[config.mk]
export PLATFORM = sky130hd
export DESIGN_NAME = debounce_bank
export DESIGN_NICKNAME = d
export VERILOG_FILES = /design/src/rtl/debounce_bank.sv
export SDC_FILE = /design/constraint.sdc
export NUM_CORES = 1
export LEC_CHECK = 0
export ABC_CLOCK_PERIOD_IN_PS = 3950
export CAP_MARGIN = 20
export CORE_MARGIN = 4
export CORE_UTILIZATION = 49
export DETAILED_ROUTE_END_ITERATION = 10
export GPL_ROUTABILITY_DRIVEN = 0
export GPL_TIMING_DRIVEN = 1
export PLACE_DENSITY = 0.69
export SLEW_MARGIN = 0
export SYNTH_ARGS = -nofsm -noshare
export SYNTH_HDL_FRONTEND = slang
export SYNTH_SLANG_ARGS = --single-unit
[constraint.sdc]
create_clock -name clk -period 3.95 [get_ports clk]
set_input_delay 0.395 -clock clk [delete_from_list [all_inputs] [get_ports clk]]
set_output_delay 0.395 -clock clk [all_outputs]
set_load 0.02 [all_outputs]
[src/rtl/debounce_bank.sv]
// debounce_bank
//   Multi-channel push-button conditioner. Each channel has a 2-FF
//   synchroniser, a stability counter that commits the debounced level,
//   one-cycle rise/fall pulses and a long-press / auto-repeat engine.
//
// Ports
//   clk         system clock
//   rst         synchronous active-high reset
//   btn_async   raw asynchronous button inputs
//   btn_level   debounced level, 1 = pressed
//   btn_rise    one-cycle pulse on debounced 0->1
//   btn_fall    one-cycle pulse on debounced 1->0
//   btn_repeat  one-cycle long-press / auto-repeat pulse
//   any_level   registered OR of btn_level
//
// Hold/repeat engine states (per channel)
//   state      | meaning
//   -----------+------------------------------------------------------
//   ST_IDLE    | debounced level is 0, nothing counting
//   ST_HOLD    | pressed, counting towards the first long-press pulse
//   ST_REPEAT  | long-press issued, pulsing every REPEAT_CYCLES
//   ST_DONE    | single long-press issued (REPEAT_CYCLES = 0), silent

module debounce_bank #(
  parameter int CHANNELS      = 4,
  parameter int STABLE_CYCLES = 1000,
  parameter int HOLD_CYCLES   = 50_000_000,
  parameter int REPEAT_CYCLES = 10_000_000,
  parameter int ACTIVE_LOW    = 0
) (
  input  logic                clk,
  input  logic                rst,
  input  logic [CHANNELS-1:0] btn_async,
  output logic [CHANNELS-1:0] btn_level,
  output logic [CHANNELS-1:0] btn_rise,
  output logic [CHANNELS-1:0] btn_fall,
  output logic [CHANNELS-1:0] btn_repeat,
  output logic                any_level
);

  localparam int HMAX = (HOLD_CYCLES > REPEAT_CYCLES) ? HOLD_CYCLES : REPEAT_CYCLES;
  localparam int SCW  = $clog2(STABLE_CYCLES + 1);
  localparam int HCW  = $clog2(HMAX + 1);

  localparam logic [SCW-1:0] S_LAST = SCW'(STABLE_CYCLES - 1);
  localparam logic [HCW-1:0] H_LAST = HCW'(HOLD_CYCLES - 1);
  localparam logic [HCW-1:0] R_LAST = HCW'((REPEAT_CYCLES > 0) ? REPEAT_CYCLES - 1 : 0);

  // Inversion mask applied ahead of the first sync FF so the synchroniser
  // always holds "pressed = 1" and resets to the released value.
  localparam logic [CHANNELS-1:0] POL = (ACTIVE_LOW != 0) ? {CHANNELS{1'b1}} : {CHANNELS{1'b0}};

  localparam logic [1:0] ST_IDLE   = 2'd0;
  localparam logic [1:0] ST_HOLD   = 2'd1;
  localparam logic [1:0] ST_REPEAT = 2'd2;
  localparam logic [1:0] ST_DONE   = 2'd3;

  logic [CHANNELS-1:0] sync1;
  logic [CHANNELS-1:0] sync2;
  logic [SCW-1:0]      scnt   [CHANNELS];
  logic [HCW-1:0]      hcnt   [CHANNELS];
  logic [1:0]          hstate [CHANNELS];

  logic [CHANNELS-1:0] differ;
  logic [CHANNELS-1:0] settle;

  // settle marks the edge on which a channel's level flips; it drives the
  // level, the edge pulses and the hold engine so all of them agree.
  always_comb begin
    differ = sync2 ^ btn_level;
    settle = '0;
    for (int i = 0; i < CHANNELS; i++) begin
      settle[i] = differ[i] && (scnt[i] == S_LAST);
    end
  end

  always_ff @(posedge clk) begin
    if (rst) begin
      sync1      <= '0;
      sync2      <= '0;
      btn_level  <= '0;
      btn_rise   <= '0;
      btn_fall   <= '0;
      btn_repeat <= '0;
      any_level  <= 1'b0;
      for (int i = 0; i < CHANNELS; i++) begin
        scnt[i]   <= '0;
        hcnt[i]   <= '0;
        hstate[i] <= ST_IDLE;
      end
    end else begin
      sync1      <= btn_async ^ POL;
      sync2      <= sync1;
      btn_level  <= btn_level ^ settle;
      btn_rise   <= settle & sync2;
      btn_fall   <= settle & ~sync2;
      any_level  <= |btn_level;
      btn_repeat <= '0;

      for (int i = 0; i < CHANNELS; i++) begin
        // Any sample equal to the current level restarts the stability count.
        if (!differ[i] || settle[i]) begin
          scnt[i] <= '0;
        end else begin
          scnt[i] <= scnt[i] + SCW'(1);
        end

        // A level change overrides the engine, so a repeat never lands on
        // the rise or fall edge itself.
        if (settle[i]) begin
          hcnt[i]   <= '0;
          hstate[i] <= sync2[i] ? ST_HOLD : ST_IDLE;
        end else begin
          case (hstate[i])
            ST_HOLD: begin
              if (hcnt[i] == H_LAST) begin
                btn_repeat[i] <= 1'b1;
                hcnt[i]       <= '0;
                hstate[i]     <= (REPEAT_CYCLES > 0) ? ST_REPEAT : ST_DONE;
              end else begin
                hcnt[i] <= hcnt[i] + HCW'(1);
              end
            end
            ST_REPEAT: begin
              if (hcnt[i] == R_LAST) begin
                btn_repeat[i] <= 1'b1;
                hcnt[i]       <= '0;
              end else begin
                hcnt[i] <= hcnt[i] + HCW'(1);
              end
            end
            default: begin
              hcnt[i] <= '0;
            end
          endcase
        end
      end
    end
  end

endmodule
After elaboration in Yosys (flattened, before gate mapping)
Memory sizes are Yosys's and may differ from the RTL's. Cells that the tools add are included.

Add/subtract/negate cells: 8. Eq/ne operators: 20. Multiplexer cells: 182. Bitwise operators: 45. Reductions and logical operators: 21.

Operators with widths (number): $mux 26 (24); $mux 1 (138); $add 26x1->26 const B (4); $eq 26x24->1 const B (4); $eq 26x26->1 const B (4); $mux 10 (8); $add 10x1->10 const B (4); $eq 10x10->1 const B (4); $or 1x1->1 (40); $mux 2 (8); $reduce_or 2->1 (8); $and 4x4->4 (2); $eq 2x1->1 const B (4); $eq 2x2->1 const B (4); $pmux 1 s2 (4); $xor 4x4->4 (2); $logic_and 1x1->1 (4); $logic_not 1->1 (4); $logic_or 1x1->1 (4); $not 4->4 (1); $reduce_or 4->1 (1).

Register bits after elaboration: 25. Bits in writable memories: 152. Input port bits: 6. Output and inout port bits: 17. Logic and storage cells: 289. Memories kept: 3.

Memory list: hcnt (words 4, width 26, rd ports 4, clocked after Yosys merged registers in 0, wr ports 4, line 61) `logic [HCW-1:0] hcnt [CHANNELS];`; scnt (words 4, width 10, rd ports 4, clocked after Yosys merged registers in 0, wr ports 4, line 60) `logic [SCW-1:0] scnt [CHANNELS];`; hstate (words 4, width 2, rd ports 4, clocked after Yosys merged registers in 0, wr ports 4, line 62) `logic [1:0] hstate [CHANNELS];`.

Longest topological paths before layout
Depth after elaboration: 11. Depth in mapped cells: 8. Gate-level depth less buffers: 7.

Least setup slack after synthesis
Ideal clock, no wire load.

Path kind: register to register. Start point: memory scnt[0][3] (netlist bit). End point: memory hcnt[0][0] (netlist bit) (enable). Library setup time: 0.383 ns. Arrival: 2.313 ns. Data required time: 3.567 ns. Path slack: 1.254 ns. Cell stages (with the launch flop): 6. Buffers on the path: 1. Clock period less this slack: 2.696 ns. Path through: edfxtp_1 or3b_2 or4_1 buf_2 o21a_1 nand2_1.

RTL lines (line): start, declared (60); end, declared (61).

==> metrics <==
outcome complete, no violations; fmax around 370 MHz; mapped cell area approximately 9200 sq um; max-cap violations 0; initial antenna violation count 0; Worst IR Drop VDD between 0.2 and 0.3 mV; CP startpoint kind flop; TNS Setup 0 ns; Mapped Cells between 800 and 900; Synth Flop Type edfxtp_1; gr usage total ~16%; setup ws final about 1.2 ns; layout-stage area growth over the synthesis result 13.5%; Hold WC Path Type reg2reg; Final #Nets about 950; vias in the first global route 5,921; die area between 20,000 and 25,000 sq um; clk buf depth 2; drt wl/cell 13.9 um; final count of pins violating max slew 0; relative slew slack about a third; Row Count 49; GR Util met1 roughly 22%; root buffer cell clkbuf_16; DP HPWL between 10,000 and 15,000 um; first-pass GRT wire length 28,000 um; Core ar. between 15,000 and 20,000 sq um; Slew @ Worst Pin approximately 1.0 ns; combinational share of power 4.3%; Fill cells 1,558; Synth Register Bits about 180; Initial Utilization ~50%; Clock Latency Late Sink 0.43 ns; main combinational cell family by area after synthesis simple AND/OR/NAND/NOR gates; unrepaired setup endpoints after global routing no; Total Wirelength ~16,000 um; combined area of the multi-input logic cells about 4100 sq um; Hold Fails Final Rpt 0; # diodes 0; asr flop ratio synth 0%; Worst EP required just over 4 ns; Pre-Repair DR Iteration Count 5; Leak Pwr roughly 3.5 nW; CTS tree yes; worst path arrival time about 2.9 ns; Synth Area in Compound Gates 1.51%; CTS buffer count 17; EDFF count, synth between 150 and 200; PD cells a little under 400 nW/um^2; CTS sink count 177; Pint about 3.3 mW; post-synthesis mux area share 0.436%; CP Capture Type flop; Seq/Total Area, Yosys 55.1%; GRT busiest layer met2; # H-tree levels 4; Post-CTS Resized 0; Period minus WS final about 2.7 ns; clock-pin slew on the worst setup and hold paths roughly 0.070 ns; Vias/cell between 5 and 6; crit path kind reg2reg; Crit Path Max Fanout 25; M2 GR Usage about a quarter; Die Ht 145 um; GR Util met3 roughly 3.3%; Avg Cell Area, Syn between 10 and 15 sq um; Ports 23; CTS Hold Bufs 0; sw power between 0.8 and 0.9 mW; Antenna Nets Post-Route 0; setup bufs post-CTS 0; via count about 6.2k; clock group share of total power a little over two fifths; Post-Synth XOR/XNOR Area around an eighth; gr ovfl total 0; share of cells above drive strength 1 approximately 5.4%; first-iteration detailed-routing DRC count approximately 400; sequential fraction of design power 53.3%; Setup WS pre-CTS between 1 and 1.5 ns; Synth Warn # 0; Die Wd about 140 um; IO Port Bufs 22; share of the core filled with cells between 50% and 60%; Tcrit/Tclk final 69.3%; post-synthesis adder-cell area fraction under 10%; Setup-failing EPs final 0; Post-Synth Simple-Gate Area 26.4%; Clock Skew about 0.0077 ns; Net Sw Frac ~21%; DRC Markers 0; Distinct cells, synth 50; pin count of the biggest net entering global routing 27; flip-flop and latch area a little over 5000 sq um
through the flow:
stage / cells / hold slack (ns) / area (sq um) / total power [mW]
final: 1168 / 0.439 / 10400 / 4.14
after CTS: 1167 / 0.442 / 10400 / 4.18
after detailed placement: 1135 / 0.426 / 9780 / 2.42
after global placement: 1135 / 0.420 / 9780 / 2.42
after floorplan: 896 / 0.414 / 9330 / 2.37
after global routing: 1168 / 0.461 / 10400 / 4.30
layout by cell type, fill, tap and decap left out, types with 16 or more instances in the layout:
master,n
nor2_1,181
edfxtp_1,152
xor2_1,71
xnor2_1,58
nand2_1,54
nand3_1,51
conb_1,40
nand4_1,37
nor3_1,25
dfxtp_1,25
and3_1,23
clkdlybuf4s50_1,22
inv_1,21
clkbuf_16,17
ha_1,16
power groups by stage:
| stage | Clock, mW | Combinational, mW | Sequential (mW) |
|---|---|---|---|
| final | 1.76 | 0.178 | 2.21 |
| after global routing | 1.88 | 0.206 | 2.22 |
| after CTS | 1.80 | 0.176 | 2.21 |
| after detailed placement | 0 | 0.175 | 2.25 |
| after global placement | 0 | 0.173 | 2.24 |
| after floorplan | 0 | 0.145 | 2.22 |
path summary, 6_finish.rpt:
path,end,slack (ns),cells past startpoint,start
worst max-delay path,hcnt[3][25],1.21,6,hcnt[3][0]
worst min-delay path,sync2[0],0.44,1,sync1[0]
worst max register to register,hcnt[3][25],1.21,6,hcnt[3][0]
worst min register to register,sync2[0],0.44,1,sync1[0]
worst max-delay path: stages, from the launching register on:
cell      delay [ns]
edfxtp_1        0.39
ha_1            0.25
nand4_1         0.20
or4b_2          0.66
o41a_2          0.48
nand3_2         0.37
nor2_1          0.11
layer usage:
| metal | vias to the layer above | part of all wire (%) |
|---|---|---|
| met3 | 19 | 3.5 |
| met1 | 2915 | 49 |
| met5 | - | 0 |
| met2 | 96 | 46 |
| li1 | 3179 | - |
| met4 | 0 | 1.6 |
cell type report:
type | instances | area share (%)
sequential | 177 | 48.6
multi-input combinational | 680 | 39.2
clock buffer | 19 | 4.15
timing repair buffer | 29 | 2.81
tap | 229 | 2.75
clock inverter | 13 | 1.76
inverter | 21 | 0.756
cell usage after synthesis (9+ instances only):
cell	count	area share, %
and3_1	23	1.6
nor3_1	25	1.4
edfxtp_1	152	50
clkbuf_1	11	0.45
inv_1	21	0.86
ha_1	16	2.2
xnor2_1	58	5.5
nor2_1	181	7.4
xor2_1	71	6.8
nand4_1	37	2.5
nor4b_1	12	1.1
nand2_1	54	2.2
nor2b_1	9	0.61
dfxtp_1	25	5.4
and4_1	10	0.95
nand3_1	51	2.8
nor4_1	12	0.82
cell families (layout without fill, tap and decap cells):
group / count (synthesis) / after routing
other: 1 / 40
buffers and inverters: 39 / 82
XOR/XNOR: 129 / 129
AND/OR/NAND/NOR: 471 / 471
flip-flops: 177 / 177
adder cells (fa/ha/maj): 16 / 16
multiplexers: 4 / 4
AO/OA/AOI/OAI: 20 / 20
flip-flops by register name (all words and copies together), names as in the netlist, named ones only:
signal and count:
hcnt 104, scnt 40, hstate 8, btn_fall 4
btn_repeat 4, btn_rise 4, sync1 4, sync2 4
any_level 1
(Power assumes the default switching activity.)
